[src/rtl/shift_pkg.sv]
// rtl/shift_pkg.sv - shared op and buffer-state encodings for the shift execute stage
package shift_pkg;

  localparam int DATA_W = 16;
  localparam int CNT_W  = 4;

  localparam logic [1:0] OP_ROL = 2'b00;
  localparam logic [1:0] OP_SLL = 2'b01;
  localparam logic [1:0] OP_ROR = 2'b10;
  localparam logic [1:0] OP_SRL = 2'b11;

  typedef enum logic [1:0] {
    ST_EMPTY = 2'b00,
    ST_ONE   = 2'b01,
    ST_TWO   = 2'b10
  } state_e;

endpackage

[src/rtl/shifter.sv]
// rtl/shifter.sv - 16-bit barrel shifter: rotate/logical shift left/right by 0..15
module shifter
  import shift_pkg::*;
(
  input  logic [15:0] In,
  input  logic [3:0]  Cnt,
  input  logic [1:0]  Op,
  output logic [15:0] Out
);

  // Complement shift of 16 makes count 0 drop the wrapped half, giving pass-through.
  logic [4:0] inv_cnt;
  assign inv_cnt = 5'd16 - {1'b0, Cnt};

  always_comb begin
    Out = In;
    case (Op)
      OP_ROL:  Out = (In << Cnt) | (In >> inv_cnt);
      OP_SLL:  Out = In << Cnt;
      OP_ROR:  Out = (In >> Cnt) | (In << inv_cnt);
      OP_SRL:  Out = In >> Cnt;
      default: Out = In;
    endcase
  end

endmodule

[src/rtl/shift_exec_stage.sv]
// rtl/shift_exec_stage.sv - shift/rotate execute stage with 2-entry skid buffer; SHIFT_EXEC_ZFLAG_EN adds out_zero
module shift_exec_stage
  import shift_pkg::*;
(
  input  logic        clk,
  input  logic        rst,
  input  logic        flush,
  input  logic        in_valid,
  output logic        in_ready,
  input  logic [15:0] in_a,
  input  logic [15:0] in_b,
  input  logic [3:0]  in_imm,
  input  logic        in_use_imm,
  input  logic [1:0]  in_op,
  output logic        out_valid,
  input  logic        out_ready,
  output logic [15:0] out_result
`ifdef SHIFT_EXEC_ZFLAG_EN
  ,
  output logic        out_zero
`endif
);

`ifdef SHIFT_EXEC_ZFLAG_EN
  localparam int ENT_W = DATA_W + 1;
`else
  localparam int ENT_W = DATA_W;
`endif

  logic [3:0]       cnt;
  logic [15:0]      shift_res;
  logic [ENT_W-1:0] push_ent;
  logic             push;
  logic             pop;
  logic             unused_b;

  state_e           state_q, state_d;
  logic [ENT_W-1:0] ent0_q, ent0_d;
  logic [ENT_W-1:0] ent1_q, ent1_d;

  assign cnt      = in_use_imm ? in_imm : in_b[3:0];
  assign unused_b = ^in_b[15:4];

  shifter u_shifter (
    .In  (in_a),
    .Cnt (cnt),
    .Op  (in_op),
    .Out (shift_res)
  );

`ifdef SHIFT_EXEC_ZFLAG_EN
  assign push_ent = {(shift_res == 16'h0000), shift_res};
  assign out_zero = ent0_q[DATA_W];
`else
  assign push_ent = shift_res;
`endif

  // Handshake decoded from registered state; rst only masks, never out_ready.
  assign in_ready   = !rst && (state_q != ST_TWO);
  assign out_valid  = !rst && (state_q != ST_EMPTY);
  assign out_result = ent0_q[DATA_W-1:0];
  assign push       = in_valid && in_ready;
  assign pop        = out_valid && out_ready;

  always_comb begin
    state_d = state_q;
    ent0_d  = ent0_q;
    ent1_d  = ent1_q;
    if (flush) begin
      state_d = ST_EMPTY;
    end else begin
      case (state_q)
        ST_EMPTY: begin
          if (push) begin
            ent0_d  = push_ent;
            state_d = ST_ONE;
          end
        end
        ST_ONE: begin
          if (push && pop) begin
            ent0_d = push_ent;
          end else if (push) begin
            ent1_d  = push_ent;
            state_d = ST_TWO;
          end else if (pop) begin
            state_d = ST_EMPTY;
          end
        end
        ST_TWO: begin
          if (pop) begin
            ent0_d  = ent1_q;
            state_d = ST_ONE;
          end
        end
        default: state_d = ST_EMPTY;
      endcase
    end
  end

  always_ff @(posedge clk) begin
    if (rst) begin
      state_q <= ST_EMPTY;
      ent0_q  <= '0;
      ent1_q  <= '0;
    end else begin
      state_q <= state_d;
      ent0_q  <= ent0_d;
      ent1_q  <= ent1_d;
    end
  end

endmodule

[config.mk]
export PLATFORM = sky130hd
export DESIGN_NAME = shift_exec_stage
export DESIGN_NICKNAME = d
export VERILOG_FILES = /design/src/rtl/shift_pkg.sv /design/src/rtl/shifter.sv /design/src/rtl/shift_exec_stage.sv
export SDC_FILE = /design/constraint.sdc
export NUM_CORES = 1
export LEC_CHECK = 0
export ABC_AREA = 1
export ABC_CLOCK_PERIOD_IN_PS = 3100
export CORE_ASPECT_RATIO = 0.8
export CORE_UTILIZATION = 56
export CTS_CLUSTER_DIAMETER = 40
export DETAILED_ROUTE_END_ITERATION = 7
export GPL_ROUTABILITY_DRIVEN = 0
export GPL_TIMING_DRIVEN = 0
export PLACE_DENSITY = 0.89
export SLEW_MARGIN = 20
export SYNTH_ARGS = -nofsm -noshare
export SYNTH_HDL_FRONTEND = slang
export SYNTH_HIERARCHICAL = 1
export SYNTH_SLANG_ARGS = --single-unit
[constraint.sdc]
create_clock -name clk -period 3.1 [get_ports clk]
set_input_delay 0.465 -clock clk [delete_from_list [all_inputs] [get_ports clk]]
set_output_delay 0.465 -clock clk [all_outputs]
set_load 0.01 [all_outputs]
==> out/metrics.yaml <==
synth:
  synth.ff_latch_count: 34
  synth_edf_count: 0
  synth_flop_cell: "dfxtp_1"
  synthCells: 783
  syn_avg_cell_area_um2: 5.369
  synthTopCellsByCount: "249 x nand2_1, 167 x nand3_1, 66 x nor2_1, 49 x o21ai_0, 40 x inv_1"
  synth.distinct_cells: 36
  yosys.cell_count.top_type: "nand2_1"
  synth_nets: 828
  synth_area_leaders: "nand2_1 22%, nand3_1 20%, dfxtp_1 16%, nor2_1 5.9%, o21ai_0 5.8%"
  synth_area_leader_cell: "nand2_1"
  synthArstFlopShare_pct: 0
  yosys_warnings: 6
  netlist.area_leader.share_pct: 22.23
  synthesis.area_um2: 4204
  synth_seq_area_share_pct: 16.19
pwr:
  switchingPower_w: 0.0008504
  clkPwrFrac_pct: 18.7
  ir_drop_mv: 0.1842
  swShare_pct: 45.83
  power_density_nw_per_um2: 373.8
  internal_power_w: 0.001005
  leakage_nw: 2.278
  seqPwrFrac_pct: 25.0
  combPwrFrac_pct: 56.2
final_layout:
  drive_above_1_share_pct: 12.26
  antenna_cells: 0
  num-nets-final: 884
  final_util_pct: 70.32
  synthToLayoutAreaGrowth_pct: 18.10
  nFillCells: 636
cts:
  cts_tree: "built"
  cts_made_buffers: 5
  cts-root-buf: "clkbuf_8"
  clk_pin_slew_worst_paths_ns: 0.07
  htreeDepth: 2
  clock_sinks: 34
  worstSkewPairLatency_ns: 0.29
  cts_buffer_depth: 2
hold_path:
  min-delay-start: "ent1_q[15]"
  whs_path_depth: 2
  min_path_type: "flop to flop"
  min_to: "ent1_q[15]"
floorplan:
  start_util_pct: 59.54
  core_um2: 7061
  fp.dieW_um: 98.87
  ioPinCount: 62
  rows: 27
  die_h_um: 79.50
  die_area_um2: 7860
route:
  vias: 5878
  via_per_inst: 6.341
  route.detailed.drc: 9
  antenna_left: 0
  finalWirelength_um: 15490
  drt_iter0_markers: 1004
  drt-wirelength-per-cell_um: 16.70
  firstDrtPassIters: 8
critical_path:
  rrSetupSlack_ns: 1.51
  worst_ep_required_time_ns: 3.33
  critPathLaunchType: "input port"
  end_kind: "flop"
  path_class: "input port to flop"
  r2r-start: "state_q[1]"
  arrival_ns: 3.26
  r2r_cells: 6
  critPathMaxFanout: 10
  reg2reg_to: "ent1_q[8]"
sta:
  final_max_slew_viol_count: 0
  fin_crit_sh_pct: 97.76
  finalCriticalPeriod_ns: 3.030
  final-setup-viol-count: 0
  whs_ns: 0.4510
  timing.fmax_mhz: 330.0
  worst_pin_slew_ns: 0.4746
  finClkSkew_ns: 0.008589
  rsz0062_at_grt: "true"
  relSlewSlack_pct: 68.33
  final_hold_viol_count: 0
status:
  status: "finished, violations left"
  violations: "design-rule violations"
global_route:
  grt_pass1_vias: 5324
  grt_overflow: 0
  grt_pass1_wl_um: 24920
  grt_antenna_before_repair: 0
  grt_max_degree: 17
  grt_use_total_pct: 39.84
place:
  io_buffers: 48
  hpwl_um: 11930
run:
  max_cap_violations: 0
==> sequential cells by signal, summed over array words and instances (netlist names) <==
register and flops:
ent1_q 16, out_result 16, state_q 2
==> worst max-delay path, cell delays in order <==
cell and delay [ns]:
clkdlybuf4s50_1 0.40, mux2_2 0.27, buf_6 0.15, inv_6 0.07, buf_8 0.15, ha_4 0.18, inv_1 0.05, nand2_1 0.07
nand2_2 0.12, buf_6 0.17, buf_2 0.18, o21ai_0 0.24, nand2_1 0.09, nand3_1 0.08, nand2_1 0.09, nand2_1 0.09
nand2_1 0.05, o21ai_0 0.08, inv_1 0.06, nand3_1 0.08, nand2_1 0.05, nor2_1 0.08
==> how the worst max path moves through the flow <==
| stage | startpoint | to | slack, ns | cells after the start |
|---|---|---|---|---|
| finish | in_b[0] | out_result[13] | 0.07 | 22 |
| global route | in_b[0] | out_result[9] | -0.03 | 23 |
| CTS | in_b[0] | out_result[0] | 0.001 | 21 |
| detailed placement | in_use_imm | out_result[10] | -0.89 | 20 |
| global placement | in_use_imm | out_result[10] | -0.89 | 20 |
| floorplan | in_use_imm | out_result[2] | 0.29 | 19 |
==> timing repair <==
action,4_1_cts,5_1_grt
hold buffers,0,0
hold endpoints to repair,0,0
resized for setup,6,23
pin swaps,0,1
buffers inserted,0,3
setup endpoints to repair,32,26
cloned,0,0
==> logic make-up (layout without fill, tap and decap cells) <==
| family | after synthesis | in the layout | share of synthesized area (%) |
|---|---|---|---|
| and+or+nand+nor | 523 | 523 | 55.65 |
| AOI/OAI and AO/OA | 122 | 122 | 15.09 |
| buffers and inverters | 99 | 156 | 11.70 |
| DFF | 34 | 34 | 16.19 |
| muxes | 4 | 4 | 1.071 |
| adders and majority gates | 1 | 1 | 0.2976 |
==> cells in the final DEF (no fill, tap or decap), types with 4 or more instances in the layout <==
cell type,n
nand2_1,247
nand3_1,167
nor2_1,65
o21ai_0,48
clkdlybuf4s50_1,47
inv_1,40
a21oi_1,38
dfxtp_1,34
o21ai_1,30
nand2_2,19
buf_2,13
buf_6,11
inv_2,10
clkbuf_1,7
buf_4,7
clkbuf_8,6
nor2_2,5
mux2_2,4
nand2_4,4
nor2_4,4
==> metal layers <==
metal | track usage (%) | share of wire (%) | vias to the layer above
li1 | - | - | 2707
met3 | 14.80 | 16 | 107
met4 | 10.45 | 4.1 | 0
met1 | 52.54 | 39 | 2615
met5 | 1.399 | 0 | -
met2 | 60.84 | 40 | 449
==> cell type report <==
cell class              instances  area, um2  share of cell area, %
inverters                      53      209.0                  4.209
flip-flops and latches         34      680.7                  13.71
repair buffers                 51      501.7                  10.11
plain buffers                  44      321.6                  6.477
clock inverters                 1      5.005                 0.1008
clock buffers                   7      86.33                  1.739
multi-input cells             650       3052                  61.47
well taps                      87      108.9                  2.193
==> through the flow <==
step / instance area [um2] / power [W] / TNS (ns) / worst slack [ns] / cells
floorplan: 4204 / 0.001146 / 0 / 0.2868 / 783
global placement: 4793 / 0.001402 / -22.01 / -0.8889 / 918
detailed placement: 4793 / 0.001426 / -23.39 / -0.8906 / 918
CTS: 4890 / 0.001768 / 0 / 0.0009670 / 925
global route: 4965 / 0.001956 / -0.05555 / -0.02625 / 927
finish: 4965 / 0.001856 / 0 / 0.06953 / 927
==> power groups by stage <==
stage | sequential (W) | clock (W) | combinational (W)
floorplan | 0.000482 | 0 | 0.000664
global placement | 0.000474 | 0 | 0.000928
detailed placement | 0.000475 | 0 | 0.000951
CTS | 0.000465 | 0.000343 | 0.000960
global route | 0.000467 | 0.000366 | 0.00112
finish | 0.000465 | 0.000347 | 0.00104
(Power assumes the default switching activity.)
==> RTL change (same flow settings) <==
The option `SHIFT_EXEC_ZFLAG_EN` is turned on by a define.
--- a/src/rtl/shift_exec_stage.sv
+++ b/src/rtl/shift_exec_stage.sv
@@ -1,2 +1,4 @@
 // rtl/shift_exec_stage.sv - shift/rotate execute stage with 2-entry skid buffer; SHIFT_EXEC_ZFLAG_EN adds out_zero
+`define SHIFT_EXEC_ZFLAG_EN
+
 module shift_exec_stage
Function (old outputs only; new: out_zero): kept (equiv_simple and equiv_induct, registers matched by name and starting in step).
==> RTL change against the original RTL <==
The run still ends with DRC left; setup slack better by 0.080 ns; clock power up 22%; power increased by 19%; non-clock buffer count rose by 29; register-to-register slack improved by 0.02 ns; area after synthesis is 4.4% higher; critical endpoint is now ent0_q[16]$_SDFFE_PP0P_; wire length up 14%; sequential cell count up 2; count of clock-buffer cells in the layout is 1 lower; final area rose by 15%; clock skew decreased by 0.0045 ns.
==> RTL change: results (changes against the original RTL) <==
[routing]
wire_per_inst_um = 17.5  ; was 16.7 µm
drc = 296  ; was 9
drtIter0Drc = 1318  ; was 1004
wl_met2_um = 7070  ; was 6220 µm
met1_length_um = 6470  ; was 6110 µm

[sta]
tightest_slew_ns = 0.551  ; was 0.475 ns

[grt]
use_met2_pct = 61.8  ; was 60.8%
grt_first_pass_wirelength_um = 25900  ; was 24900 µm
met1_usage_pct = 50.3  ; was 52.5%
grt_use_total_pct = 40.8  ; was 39.8%

[status]
status = finished, violations left  ; unchanged
violations = DRC  ; unchanged

[worst_setup_path]
reg2reg_from = state_q[0]$_SDFFE_PP0P_  ; was state_q[1]$_SDFFE_PP0P_
critPathArrivalTime_ns = 3.19  ; was 3.26 ns
regToRegEndpoint = ent0_q[9]$_SDFFE_PP0P_  ; was ent1_q[8]$_SDFFE_PP0P_
worstRegToRegCells = 10  ; was 6
startpoint = in_use_imm  ; was in_b[0]
ff2ff_setup_slack_ns = 1.53  ; was 1.51 ns

[synth]
synth_fp_nets = 866  ; was 828
syn-mean-instance-area_um2 = 5.35  ; was 5.37 µm²
ys_seq_area_share_pct = 16.4  ; was 16.2%
synth_adder_area_share_pct = 0.285  ; was 0.298%

[cells_and_area]
final_nets = 951  ; was 884
drive_gt1_share_pct = 21.5  ; was 12.3%
final_cells = 1012  ; was 927

[power]
clkPwrFrac_pct = 19.1  ; was 18.7%
comb_cell_power_mw = 1.29  ; was 1.04 mW
ir_worst_vdd_uv = 234  ; was 184 µV
swShare_pct = 45.3  ; was 45.8%
leakagePower_nw = 2.71  ; was 2.28 nW

[worst_hold_path]
hold-path-endpoint = ent1_q[2]$_SDFFE_PP0P_  ; was ent1_q[15]$_SDFFE_PP0P_

[clock_tree]
postCtsSetupRepairBufs = 5  ; was 0

[placement]
portBuffers = 49  ; was 48
dp_hpwl_um = 12500  ; was 11900 µm
post-place-ws_ns = -1.11  ; was -0.891 ns

==> RTL change: changes by cell type in the layout (fill, tap and decap cells not counted), moves of 8 or more <==
cell / unedited run / this run
o21ai_0: 48 / 30
nor2_1: 65 / 85
o21ai_2: 1 / 9
nor2_2: 5 / 23
buf_4: 7 / 30
inv_1: 40 / 27
nand2_1: 247 / 272
nand2_2: 19 / 37
nand3_1: 167 / 146
a21oi_1: 38 / 23
==> RTL change: area by class of cell <==
cell class              instances  area share [%]
plain buffers                  45            6.72
inverters                      42            3.33
well taps                     105            2.30
clock buffers                   6            1.27
repair buffers                 79            13.2
clock inverters                 2           0.613
multi-input cells             696            59.8
flip-flops and latches         36            12.6
repair inverters                1           0.153
==> RTL change: worst register-to-register path, delay by kind of cell, from the launching register on <==
kind                   cells  cell delay [ns]
flip-flops                 1             0.35
AND/OR/NAND/NOR            8             0.86
buffers and inverters      2             0.27
